$ cat config.mk
export PLATFORM = sky130hd
export DESIGN_NAME = branch_update_arbiter
export DESIGN_NICKNAME = d
export VERILOG_FILES = /design/src/rtl/branch_update_arbiter.sv
export SDC_FILE = /design/constraint.sdc
export NUM_CORES = 1
export LEC_CHECK = 0
export CELL_PAD_IN_SITES_DETAIL_PLACEMENT = 1
export CELL_PAD_IN_SITES_GLOBAL_PLACEMENT = 2
export CORE_MARGIN = 1.5
export CORE_UTILIZATION = 35
export DETAILED_ROUTE_END_ITERATION = 12
export PLACE_DENSITY_LB_ADDON = 0.1
export SYNTH_ARGS = -nofsm -noshare
export SYNTH_HDL_FRONTEND = slang
export SYNTH_SLANG_ARGS = --single-unit
$ cat constraint.sdc
create_clock -name CLK -period 2.95 [get_ports CLK]
set_input_delay 0.4425 -clock CLK [delete_from_list [all_inputs] [get_ports CLK]]
set_output_delay 0.4425 -clock CLK [all_outputs]
set_load 0.02 [all_outputs]
$ cat src/rtl/branch_update_arbiter.sv
// -----------------------------------------------------------------------------
// branch_update_arbiter
//
// Purpose:
//   Shares the single BTB update port among NREQ branch-resolution requesters.
//   A round-robin arbiter picks one requester per cycle. The accepted
//   resolution goes into a DEPTH-entry FIFO. The FIFO drains one entry per
//   cycle onto the BTB update port unless btb_stall holds the head.
//
// Configuration macro:
//   BRANCH_UPD_COALESCE_EN
//     When defined, a granted request whose PC matches the most recently
//     written entry overwrites that entry's outcome/target in place and does
//     not push. When undefined, no comparator is built.
//
// Parameters:
//   NREQ  : number of requesters (>= 2)
//   DEPTH : FIFO entries (power of two, >= 2)
//   CW    : width of count, $clog2(DEPTH+1)
//
// Ports:
//   CLK            in   clock, rising edge
//   nRST           in   asynchronous active-low reset
//   req_valid      in   [NREQ]     request valid per requester
//   req_ready      out  [NREQ]     one-hot grant/accept, or zero
//   req_pc         in   [NREQ*32]  branch PC, requester i at [32i+31:32i]
//   req_outcome    in   [NREQ]     resolved taken / not taken
//   req_target     in   [NREQ*32]  resolved target
//   flush          in   synchronous queue clear, highest priority
//   btb_stall      in   holds draining
//   update_btb     out  BTB write strobe (pop)
//   update_pc      out  head entry PC (0 when empty)
//   branch_outcome out  head entry outcome (0 when empty)
//   branch_target  out  head entry target (0 when empty)
//   count          out  valid entries
//   empty          out  count == 0
// -----------------------------------------------------------------------------
module branch_update_arbiter #(
  parameter  int NREQ  = 2,
  parameter  int DEPTH = 4,
  localparam int CW    = $clog2(DEPTH + 1)
) (
  input  logic               CLK,
  input  logic               nRST,
  input  logic [NREQ-1:0]    req_valid,
  output logic [NREQ-1:0]    req_ready,
  input  logic [NREQ*32-1:0] req_pc,
  input  logic [NREQ-1:0]    req_outcome,
  input  logic [NREQ*32-1:0] req_target,
  input  logic               flush,
  input  logic               btb_stall,
  output logic               update_btb,
  output logic [31:0]        update_pc,
  output logic               branch_outcome,
  output logic [31:0]        branch_target,
  output logic [CW-1:0]      count,
  output logic               empty
);

  localparam int PW = $clog2(DEPTH);
  localparam int RW = $clog2(NREQ);

  // ---------------------------------------------------------------------------
  // State
  // ---------------------------------------------------------------------------
  logic [31:0]   r_mem_pc  [DEPTH];
  logic          r_mem_out [DEPTH];
  logic [31:0]   r_mem_tgt [DEPTH];

  logic [PW-1:0] r_head;
  logic [PW-1:0] r_tail;
  logic [CW-1:0] r_count;
  logic [RW-1:0] r_rr;

  // ---------------------------------------------------------------------------
  // Combinational signals
  // ---------------------------------------------------------------------------
  logic [NREQ-1:0][31:0] w_pc_arr;
  logic [NREQ-1:0][31:0] w_tgt_arr;

  logic          w_empty;
  logic          w_pop;
  logic          w_space;
  logic          w_gnt_found;
  logic [RW-1:0] w_gnt_idx;
  logic [31:0]   w_gnt_pc;
  logic          w_gnt_out;
  logic [31:0]   w_gnt_tgt;
  logic          w_coal;
  logic          w_accept;
  logic          w_push;
  logic [RW-1:0] w_rr_next;

  // Per-requester views of the flat buses so the grant index selects directly.
  assign w_pc_arr  = req_pc;
  assign w_tgt_arr = req_target;

  assign w_empty = (r_count == '0);
  assign w_pop   = !w_empty && !btb_stall && !flush;

  // A full queue still accepts when its head leaves in the same cycle.
  assign w_space = (r_count < CW'(DEPTH)) || w_pop;

  // Round-robin scan: first pass covers requesters rr..NREQ-1, second pass
  // wraps to 0..rr-1. The second pass only fires when the first found nothing.
  // NOTE: every variable written in a combinational block gets a default at
  // the top, so no path leaves it unassigned and no latch is inferred.
  always_comb begin
    w_gnt_found = 1'b0;
    w_gnt_idx   = '0;
    for (int i = 0; i < NREQ; i++) begin
      if (!w_gnt_found && req_valid[i[RW-1:0]] && (i[RW-1:0] >= r_rr)) begin
        w_gnt_found = 1'b1;
        w_gnt_idx   = i[RW-1:0];
      end
    end
    for (int i = 0; i < NREQ; i++) begin
      if (!w_gnt_found && req_valid[i[RW-1:0]]) begin
        w_gnt_found = 1'b1;
        w_gnt_idx   = i[RW-1:0];
      end
    end
  end

  assign w_gnt_pc  = w_pc_arr[w_gnt_idx];
  assign w_gnt_out = req_outcome[w_gnt_idx];
  assign w_gnt_tgt = w_tgt_arr[w_gnt_idx];

`ifdef BRANCH_UPD_COALESCE_EN
  logic [PW-1:0] w_last;

  // Most recently written entry sits just behind the tail. When only one
  // entry is present and it is leaving this cycle, it cannot be merged into.
  assign w_last = r_tail - PW'(1);
  assign w_coal = w_gnt_found && !w_empty &&
                  (r_mem_pc[w_last] == w_gnt_pc) &&
                  !(w_pop && (r_count == CW'(1)));
`else
  assign w_coal = 1'b0;
`endif

  // nRST gates the grant so req_ready reads 0 while reset is held, even if
  // requesters keep their valids up.
  assign w_accept = nRST && w_gnt_found && (w_space || w_coal) && !flush;
  assign w_push   = w_accept && !w_coal;

  assign w_rr_next = (w_gnt_idx == RW'(NREQ - 1)) ? '0 : (w_gnt_idx + RW'(1));

  always_comb begin
    req_ready = '0;
    if (w_accept) req_ready[w_gnt_idx] = 1'b1;
  end

  // ---------------------------------------------------------------------------
  // Pointers, count and round-robin pointer
  // ---------------------------------------------------------------------------
  // NOTE: sequential state uses non-blocking assignments so every register
  // samples the pre-edge values, independent of statement order.
  always_ff @(posedge CLK or negedge nRST) begin
    if (!nRST) begin
      r_head  <= '0;
      r_tail  <= '0;
      r_count <= '0;
    end else if (flush) begin
      r_head  <= '0;
      r_tail  <= '0;
      r_count <= '0;
    end else begin
      if (w_push) r_tail <= r_tail + PW'(1);
      if (w_pop)  r_head <= r_head + PW'(1);
      unique case ({w_push, w_pop})
        2'b10:   r_count <= r_count + CW'(1);
        2'b01:   r_count <= r_count - CW'(1);
        default: r_count <= r_count;
      endcase
    end
  end

  // rr holds through flush because w_accept is already false then.
  always_ff @(posedge CLK or negedge nRST) begin
    if (!nRST) begin
      r_rr <= '0;
    end else if (w_accept) begin
      r_rr <= w_rr_next;
    end
  end

  // ---------------------------------------------------------------------------
  // Entry storage
  // ---------------------------------------------------------------------------
  // NOTE: the storage array has no reset; an entry is only observable once
  // count covers it, and the outputs are forced to 0 while empty.
  always_ff @(posedge CLK) begin
    if (w_push) begin
      r_mem_pc[r_tail]  <= w_gnt_pc;
      r_mem_out[r_tail] <= w_gnt_out;
      r_mem_tgt[r_tail] <= w_gnt_tgt;
    end
`ifdef BRANCH_UPD_COALESCE_EN
    if (w_accept && w_coal) begin
      r_mem_out[w_last] <= w_gnt_out;
      r_mem_tgt[w_last] <= w_gnt_tgt;
    end
`endif
  end

  // ---------------------------------------------------------------------------
  // Outputs
  // ---------------------------------------------------------------------------
  assign update_btb     = w_pop;
  assign update_pc      = w_empty ? 32'd0 : r_mem_pc[r_head];
  assign branch_outcome = w_empty ? 1'b0  : r_mem_out[r_head];
  assign branch_target  = w_empty ? 32'd0 : r_mem_tgt[r_head];
  assign count          = r_count;
  assign empty          = w_empty;

endmodule

After elaboration in Yosys (flattened, before gate mapping)
Memory sizes are Yosys's and may differ from the RTL's.
Index checks and enable logic that the tools add are counted.
Cells by class
  eq/ne operators: 2
  magnitude comparators: 5
  mux-type cells: 28
  reduce and logical (&&, ||, !) cells: 22
  $add $sub $neg: 5
Operator list (number)
  $mux 32: 6
  $mux 1: 14
  $logic_and 1x1->1: 11
  $mux 2: 5
  $logic_not 1->1: 6
  $pmux 3 s2: 1
  $add 2x1->2 const B: 2
  $reduce_bool 2->1: 2
  $add 3x1->3 const B: 1
  $logic_not 3->1: 1
  $lt 3x3->1 const B: 1
  $mux 3: 1
  $reduce_bool 3->1: 1
  $sub 3x1->3 const B: 1
  $eq 2x1->1 const B: 1
  $eq 2x2->1 const B: 1
  $ge 1x1->1 const A: 2
  $lt 1x2->1 const B: 1
  $add 1x1->1 const B: 1
  $demux 1 s1: 1
  $ge 1x1->1 const B: 1
  $logic_or 1x1->1: 1
Word-level totals
  input port bits: 136
  register bits: 8
  memories: 3
  RAM bits: 260
Memory list
  r_mem_pc: depth 4, bits a word 32, read ports 1, clocked after memory_dff 0, wr ports 1, RTL line 66  | logic [31:0] r_mem_pc [DEPTH];
  r_mem_tgt: depth 4, bits a word 32, read ports 1, clocked after memory_dff 0, wr ports 1, RTL line 68  | logic [31:0] r_mem_tgt [DEPTH];
  r_mem_out: depth 4, bits a word 1, read ports 1, clocked after memory_dff 0, wr ports 1, RTL line 67  | logic r_mem_out [DEPTH];

Longest topological paths before layout
Gate-level depths: netlist of the first run.
  word-level depth: 19
  gate-level depth with buffers: 6
  gate-level depth less buffers: 6

Worst setup path before layout of the first run
OpenSTA, ideal clock, no wires.
  kind: flip-flop to flip-flop
  from: register r_count[2], in the netlist count[2]
  to: memory r_mem_out[0] (enable)
  arrival: 2658 ps
  cell stages (with the launch flop): 6
  buffers on the path: 1
  required time: 2520 ps
  slack: -138 ps
  setup time: 430 ps
  path through: dfrtp_1 clkbuf_1 nand2_1 nand2_1 nor2_1 and2_1
Between the ends
  word-level cells in the longest chain between the ends: 9
  elaborated cells between the ends (all ways): 10
  classes of those cells: 1 x order compare; 2 x mux; 7 x reduce/logical
Ends and longest elaborated chain
  start: declaration: RTL line 72  | logic [CW-1:0] r_count;
  start signal: assignment: RTL line 172  | 2'b10: r_count <= r_count + CW'(1);
  start signal: assignment: RTL line 173  | 2'b01: r_count <= r_count - CW'(1);
  start signal: assignment: RTL line 174  | default: r_count <= r_count;
  parallel branches: the longest is 4 deep, another holds $lt 3x3->1
  $logic_or 1x1->1 (*): RTL line 102  | assign w_space = (r_count < CW'(DEPTH)) || w_pop;
  $logic_and 1x1->1 (*) (2 in a row): RTL line 144  | assign w_accept = nRST && w_gnt_found && (w_space || w_coal) && !flush;
  $mux 1 (*): RTL line 194  | if (w_push) begin
  $mux 1 (implied by the code) (*): RTL line 196  | r_mem_out[r_tail] <= w_gnt_out;
  end: declaration: RTL line 67
Mark *: on every way between the ends.

Final worst setup path of the first run
  from: register r_head[0]
  to: output branch_target[4]
Between the ends
  word-level cells in the longest chain between the ends: 2
Ends and longest elaborated chain
  start: declaration: RTL line 70  | logic [PW-1:0] r_head;
  start signal: assignment: RTL line 170  | if (w_pop) r_head <= r_head + PW'(1);
  $mem_v2 4x32
  $mux 32: RTL line 213  | assign branch_target = w_empty ? 32'd0 : r_mem_tgt[r_head];
  end: declaration: RTL line 55  | output logic [31:0] branch_target,
No other way between the ends.

==> results of run 1 <==
==> metrics by stage <==
stage,util [%],instances
5_1_grt,47.7,1209
3_3_place_gp,44.4,1153
2_1_floorplan,-,551
3_5_place_dp,44.4,1153
6_report,47.7,1209
4_1_cts,47.4,1207
==> kinds of logic after synthesis <==
group | Yosys count | share of synthesized area, %
multiplexers | 132 | 19.8
flip-flops | 268 | 71.7
adder cells (fa/ha/maj) | 5 | 0.627
XOR/XNOR | 2 | 0.157
buffers and inverters | 36 | 1.80
AO/OA/AOI/OAI | 14 | 0.885
AND/OR/NAND/NOR | 94 | 5.03
==> worst max-delay path by stage <==
stage,from,end,slack (ps),depth (start not counted)
2_1_floorplan,count[2]$_DFFE_PN0P_,r_mem_out[0]$_DFFE_PP_,570,5
3_3_place_gp,req_valid[1],req_ready[0],240,6
3_5_place_dp,req_valid[1],req_ready[0],200,6
4_1_cts,r_head[0]$_DFFE_PN0P_,update_pc[24],7,4
5_1_grt,r_head[0]$_DFFE_PN0P_,branch_target[4],2,4
6_report,r_head[0]$_DFFE_PN0P_,branch_target[4],90,4
==> timing repair <==
| item | 4_1_cts | 5_1_grt |
|---|---|---|
| endpoints found under the setup margin | 56 | 29 |
| resized for setup | 31 | 30 |
| setup buffers | 5 | 2 |
| cloned | 1 | 0 |
==> report_power, final <==
group	internal [W]	switching, W	total (W)
logic	0.000861	0.000846	0.00171
registers	0.00435	0.0000521	0.00440
clock network	0.00210	0.00137	0.00347
==> placed cells by master (no fill, tap or decap), drive strengths merged <==
cell / count
o311a: 1
dlygate4sd2: 27
mux2: 65
and3: 1
o21ba: 1
nor3b: 1
a22o: 1
and2: 5
edfxtp: 260
clkinv: 13
dfrtp: 8
a21oi: 1
nor2: 7
nor3: 5
a211o: 1
clkbuf: 30
o2111ai: 1
fa: 1
inv: 4
xnor2: 2
clkdlybuf4s50: 150
dlymetal6s2s: 29
nor2b: 66
o211ai: 2
buf: 34
ha: 4
mux4: 65
mux2i: 2
o21a: 1
bufinv: 5
nand2: 6
or3: 1
nor4: 2
o21ai: 5
==> worst reg2reg max path: stages, from the launching register on <==
cell and delay [ps]:
dfrtp_1 540, nor3_4 270, buf_12 330, nor4_1 140, fa_1 430, nand2_1 90, o21ai_0 70, a211o_1 310
==> sequential cells by signal (all words and copies together) (netlist names) <==
signal     flops
count          3
r_head         2
r_mem_out      4
r_mem_pc     128
r_mem_tgt    128
r_rr           1
r_tail         2
==> per-layer routing <==
| layer | GRT usage (%) | up-vias |
|---|---|---|
| met5 | 0 | - |
| met4 | 3.47 | 0 |
| met3 | 2.71 | 27 |
| met2 | 26.9 | 160 |
| met1 | 21.2 | 3096 |
| li1 | - | 2682 |
==> layout make-up <==
type | count | share of cell area, %
multi-input combinational | 247 | 19.9
clock buffer | 30 | 4.58
clock inverter | 18 | 1.38
sequential | 268 | 53.4
timing repair buffer | 240 | 17.3
inverter | 4 | 0.100
tap | 402 | 3.35
==> flow_summary.ini, run 1 <==
[critical_path]
path_max_fanout = 9
ff2ff_setup_slack_ps = 660
r2r_cells = 7
worstSetupEndpointType = primary output
crit_arrival_ps = 2420
crit_required_ps = 2510
cpMaxStageDelayCell = clkdlybuf4s50_1
timing.rr.end = count[2]$_DFFE_PN0P_
cp_slowest_stage_delay_ps = 550
crit_chain = buf_12 > mux4_2 > nor2b_1 > clkdlybuf4s50_1
start_kind = register
crit_buf_inv = 2
crit_family = buffers and inverters
critPathKind = register to primary output
r2r_start = count[2]$_DFFE_PN0P_

[sta]
post-route-min-period_ps = 2860
setup_violations = 0
timing.final.ws_setup_ps = 89.9
slew_headroom_pct = 56.7
fin_tns_setup_ps = 0
skew_ps = 11.2
worst_slew_pin_slew_ps = 646
fin_hold_ws_ps = 276
rsz0062_at_grt = false
maxSlewViolCount = 0
period_share_pct = 97.0
max_freq_mhz = 350
hold_viol = 0

[die]
initial_core_util_pct = 35.5
dieHeight_um = 182
dieArea_mm2 = 0.0330
row_count = 65
ios = 208
core_area_mm2 = 0.0315
die_x_um = 182

[power]
irDropWorstVdd_v = 0.000428
power.density_mw_per_mm2 = 638
leakage_nw = 5.36
total_power_w = 0.00958

[drt]
drc_errors = 0
routed_wl_mm = 25.5
vias = 5965
highest_layer = met4
wl_met3_mm = 1.23
first_iter_violations = 333
vias_per_cell = 4.93
drt_pass1_iterations = 4
post_drt_wl_per_cell_um = 21.1
wl_met1_mm = 11.3
route.met2.wl_mm = 12.6
ant_nets = 0

[place]
pre_cts_slack_ps = 196
hpwlAfterDp_mm = 16.1
place_area_mm2 = 0.0140
routabilityCongestion = 0.708
port_buffers = 207

[logic_synthesis]
yosys-top-cells-count = edfxtp_1, nor2b_1, mux2_2, mux4_2
ys_seq_area_share_pct = 71.7
synth_top_area_share_pct = 69.9
synthMostInstantiatedCell = edfxtp_1
synth_area_leaders = edfxtp_1, mux4_2, mux2_2, nor2b_1, dfrtp_1
synth.ff_latch_count = 268
yosys_warnings = 0
syn_nets = 692
synth_cell_type_count = 33
synth_area_leader_cell = edfxtp_1
synth_edf_count = 260
syn-instance-count = 551
synth_flop_cell = edfxtp_1
syn_area_mm2 = 0.0112
async_flop_share_pct = 2.99
synth_area_per_cell_um2 = 20.3

[clocking]
clock-sinks = 268
clk_latency_ps = 520
cts_made_buffers = 27
tritoncts = built
clock-root-buffer = clkbuf_16
clk_pin_slew_ps = 60
cts_buffer_depth = 3
holdBufCountCts = 0
h-tree-depth = 1

[grt]
grt_pass1_vias = 6720
grt_max_degree = 67
grt_overflow_total = 0
grt.total_usage_pct = 15.8
grt_antenna_before_repair = 0
grt_pass1_wl_mm = 39.7

[flow_run]
drv_cap = 0

[worst_hold_path]
min_path_type = input pin to asynchronous set/reset pin

[final_layout]
seqCellArea_mm2 = 0.00802
antennaDiodeCount = 0
final_area_mm2 = 0.0150
area_growth_pct = 34.3
multi_input_area_mm2 = 0.00299
drive_above_1_share_pct = 26.3
fill_cells = 2935
nets = 929

[run_status]
status = complete, no violations
Power figures use the tool's default switching activity.
==> run 2: changes to the inputs <==
--- a/config.mk
+++ b/config.mk
@@ -5,10 +5,12 @@
 export SDC_FILE = /design/constraint.sdc
 export NUM_CORES = 1
 export LEC_CHECK = 0
+export ABC_CLOCK_PERIOD_IN_PS = 2950
 export CELL_PAD_IN_SITES_DETAIL_PLACEMENT = 1
 export CELL_PAD_IN_SITES_GLOBAL_PLACEMENT = 2
 export CORE_MARGIN = 1.5
 export CORE_UTILIZATION = 35
+export CTS_CLUSTER_DIAMETER = 30
 export DETAILED_ROUTE_END_ITERATION = 12
 export PLACE_DENSITY_LB_ADDON = 0.1
 export SYNTH_ARGS = -nofsm -noshare
==> run 2 against run 1 <==
Core utilization grew 2.2 points; first-iteration DRC count shrank 28%; total power grew 19%; hold slack lost 3.4 ps; design area grew 4.6%; clock skew grew 5.8 ps; final cell count grew 3.4%; flip-flop and latch count is the same; critical endpoint is now update_pc[20]; largest power group is now clock.
==> flow_summary.ini, run 2 (same netlist as run 1, synthesis figures left out) <==
[sta]
worst_slew_pin_slew_ps = 632
setup_violations = 0
skew_ps = 17.0
maxSlewViolCount = 0
hold_viol = 0
post-route-min-period_ps = 2870
rsz0062_at_grt = false
period_share_pct = 97.3
slew_headroom_pct = 57.6
fin_hold_ws_ps = 272
fin_tns_setup_ps = 0
max_freq_mhz = 348

[drt]
ant_nets = 0
routed_wl_mm = 25.7
drc_errors = 0
vias = 6111
drt_pass1_iterations = 4
vias_per_cell = 4.89
first_iter_violations = 241
post_drt_wl_per_cell_um = 20.6

[flow_run]
drv_cap = 0

[final_layout]
fill_cells = 2895
final_cell_mix = edfxtp_1, clkdlybuf4s50_1, nor2b_1
area_growth_pct = 40.5
layout_commonest_cell = edfxtp_1
final_area_mm2 = 0.0157
antennaDiodeCount = 0
largestRegisters = r_mem_pc x128, r_mem_tgt x128, r_mem_out x4
nets = 950
finish.utilization_pct = 49.9
final_cells = 1250
drive_above_1_share_pct = 29.6
seqCellArea_mm2 = 0.00802
multi_input_area_mm2 = 0.00299

[clocking]
cts_made_buffers = 49
clock-sinks = 268
clk_pin_slew_ps = 50
h-tree-depth = 2
clk_latency_ps = 540
clock-root-buffer = clkbuf_16
holdBufCountCts = 0
tritoncts = built
cts_buffer_depth = 3

[run_status]
status = complete, no violations

[worst_hold_path]
min_path_type = input pin to asynchronous set/reset pin

[die]
row_count = 65
initial_core_util_pct = 35.5
core_area_mm2 = 0.0315
die_x_um = 182
dieHeight_um = 182
ios = 208
dieArea_mm2 = 0.0330

[place]
routabilityCongestion = 0.708
hpwlAfterDp_mm = 16.1
dp.cells = 1153
place_area_mm2 = 0.0140
port_buffers = 207

[critical_path]
start_kind = register
crit_arrival_ps = 2430
r2r_cells = 7
timing.rr.end = count[2]$_DFFE_PN0P_
ff2ff_setup_slack_ps = 660
r2r_start = count[1]$_DFFE_PN0P_
crit_required_ps = 2510
path_max_fanout = 6
worstSetupEndpointType = primary output
critPathKind = register to primary output
startpoint = r_head[0]$_DFFE_PN0P_
crit_end = update_pc[20]

[power]
irDropWorstVdd_v = 0.000433
power.density_mw_per_mm2 = 729
leakage_nw = 5.63

[grt]
grt_overflow_total = 0
grt.total_usage_pct = 16.0
grt_antenna_before_repair = 0
grt_max_degree = 67
grt_pass1_wl_mm = 40.1
grt_pass1_vias = 6936
run 2: cell count changes in the layout (fill, tap and decap cells not counted), moves of 2 or more:
cell and delta:
clkinv_2 +2, clkbuf_16 +25, clkdlybuf4s50_1 +4, clkbuf_1 +2, clkinv_4 +6, inv_6 +2
dlymetal6s2s_1 -3, clkinvlp_4 +7
run 2: where the power goes:
group / switching [W] / internal (W)
sequential: 0.0000530 / 0.00436
combinational: 0.000846 / 0.000862
clock: 0.00182 / 0.00349
run 2: layout make-up:
type / count / share of cell area (%)
multi-input cells: 247 / 19.0
flip-flops and latches: 268 / 51.1
well taps: 402 / 3.20
clock buffers: 56 / 8.25
repair buffers: 239 / 16.4
clock inverters: 34 / 1.98
inverters: 4 / 0.0957
run 2: repair_timing:
| item | CTS | global route |
|---|---|---|
| gates cloned | 0 | 1 |
| setup buffers | 6 | 0 |
| gates resized for setup | 28 | 26 |
| endpoints found under the setup margin | 56 | 27 |
run 2: layer usage:
metal	vias up	global-route usage, %	wire [um]
met3	46	3.59	1320
li1	2751	-	-
met2	176	26.7	12600
met1	3138	20.9	11200
met4	0	4.90	565
met5	-	0	0
run 2: critical path: stages, from the launching register on:
cell,delay [ps]
dfrtp_4,500
buf_4,210
mux4_2,500
nor2b_1,140
clkdlybuf4s50_1,540
run 2: how the worst min path moves through the flow:
stage | to | slack [ps] | cells after the start
4_1_cts | r_rr$_DFFE_PN0P_ | 260 | 2
2_1_floorplan | count[0]$_DFFE_PN0P_ | 150 | 0
3_3_place_gp | r_tail[1]$_DFFE_PN0P_ | 570 | 2
6_report | r_rr$_DFFE_PN0P_ | 270 | 2
5_1_grt | r_rr$_DFFE_PN0P_ | 280 | 2
3_5_place_dp | r_tail[1]$_DFFE_PN0P_ | 590 | 2
run 2: per-stage QoR:
step | total power (W) | setup slack, ps
3_3_place_gp | 0.00622 | 237
5_1_grt | 0.0119 | 0.572
6_report | 0.0114 | 80.4
3_5_place_dp | 0.00627 | 196
2_1_floorplan | 0.00542 | 568
4_1_cts | 0.0116 | -0.823
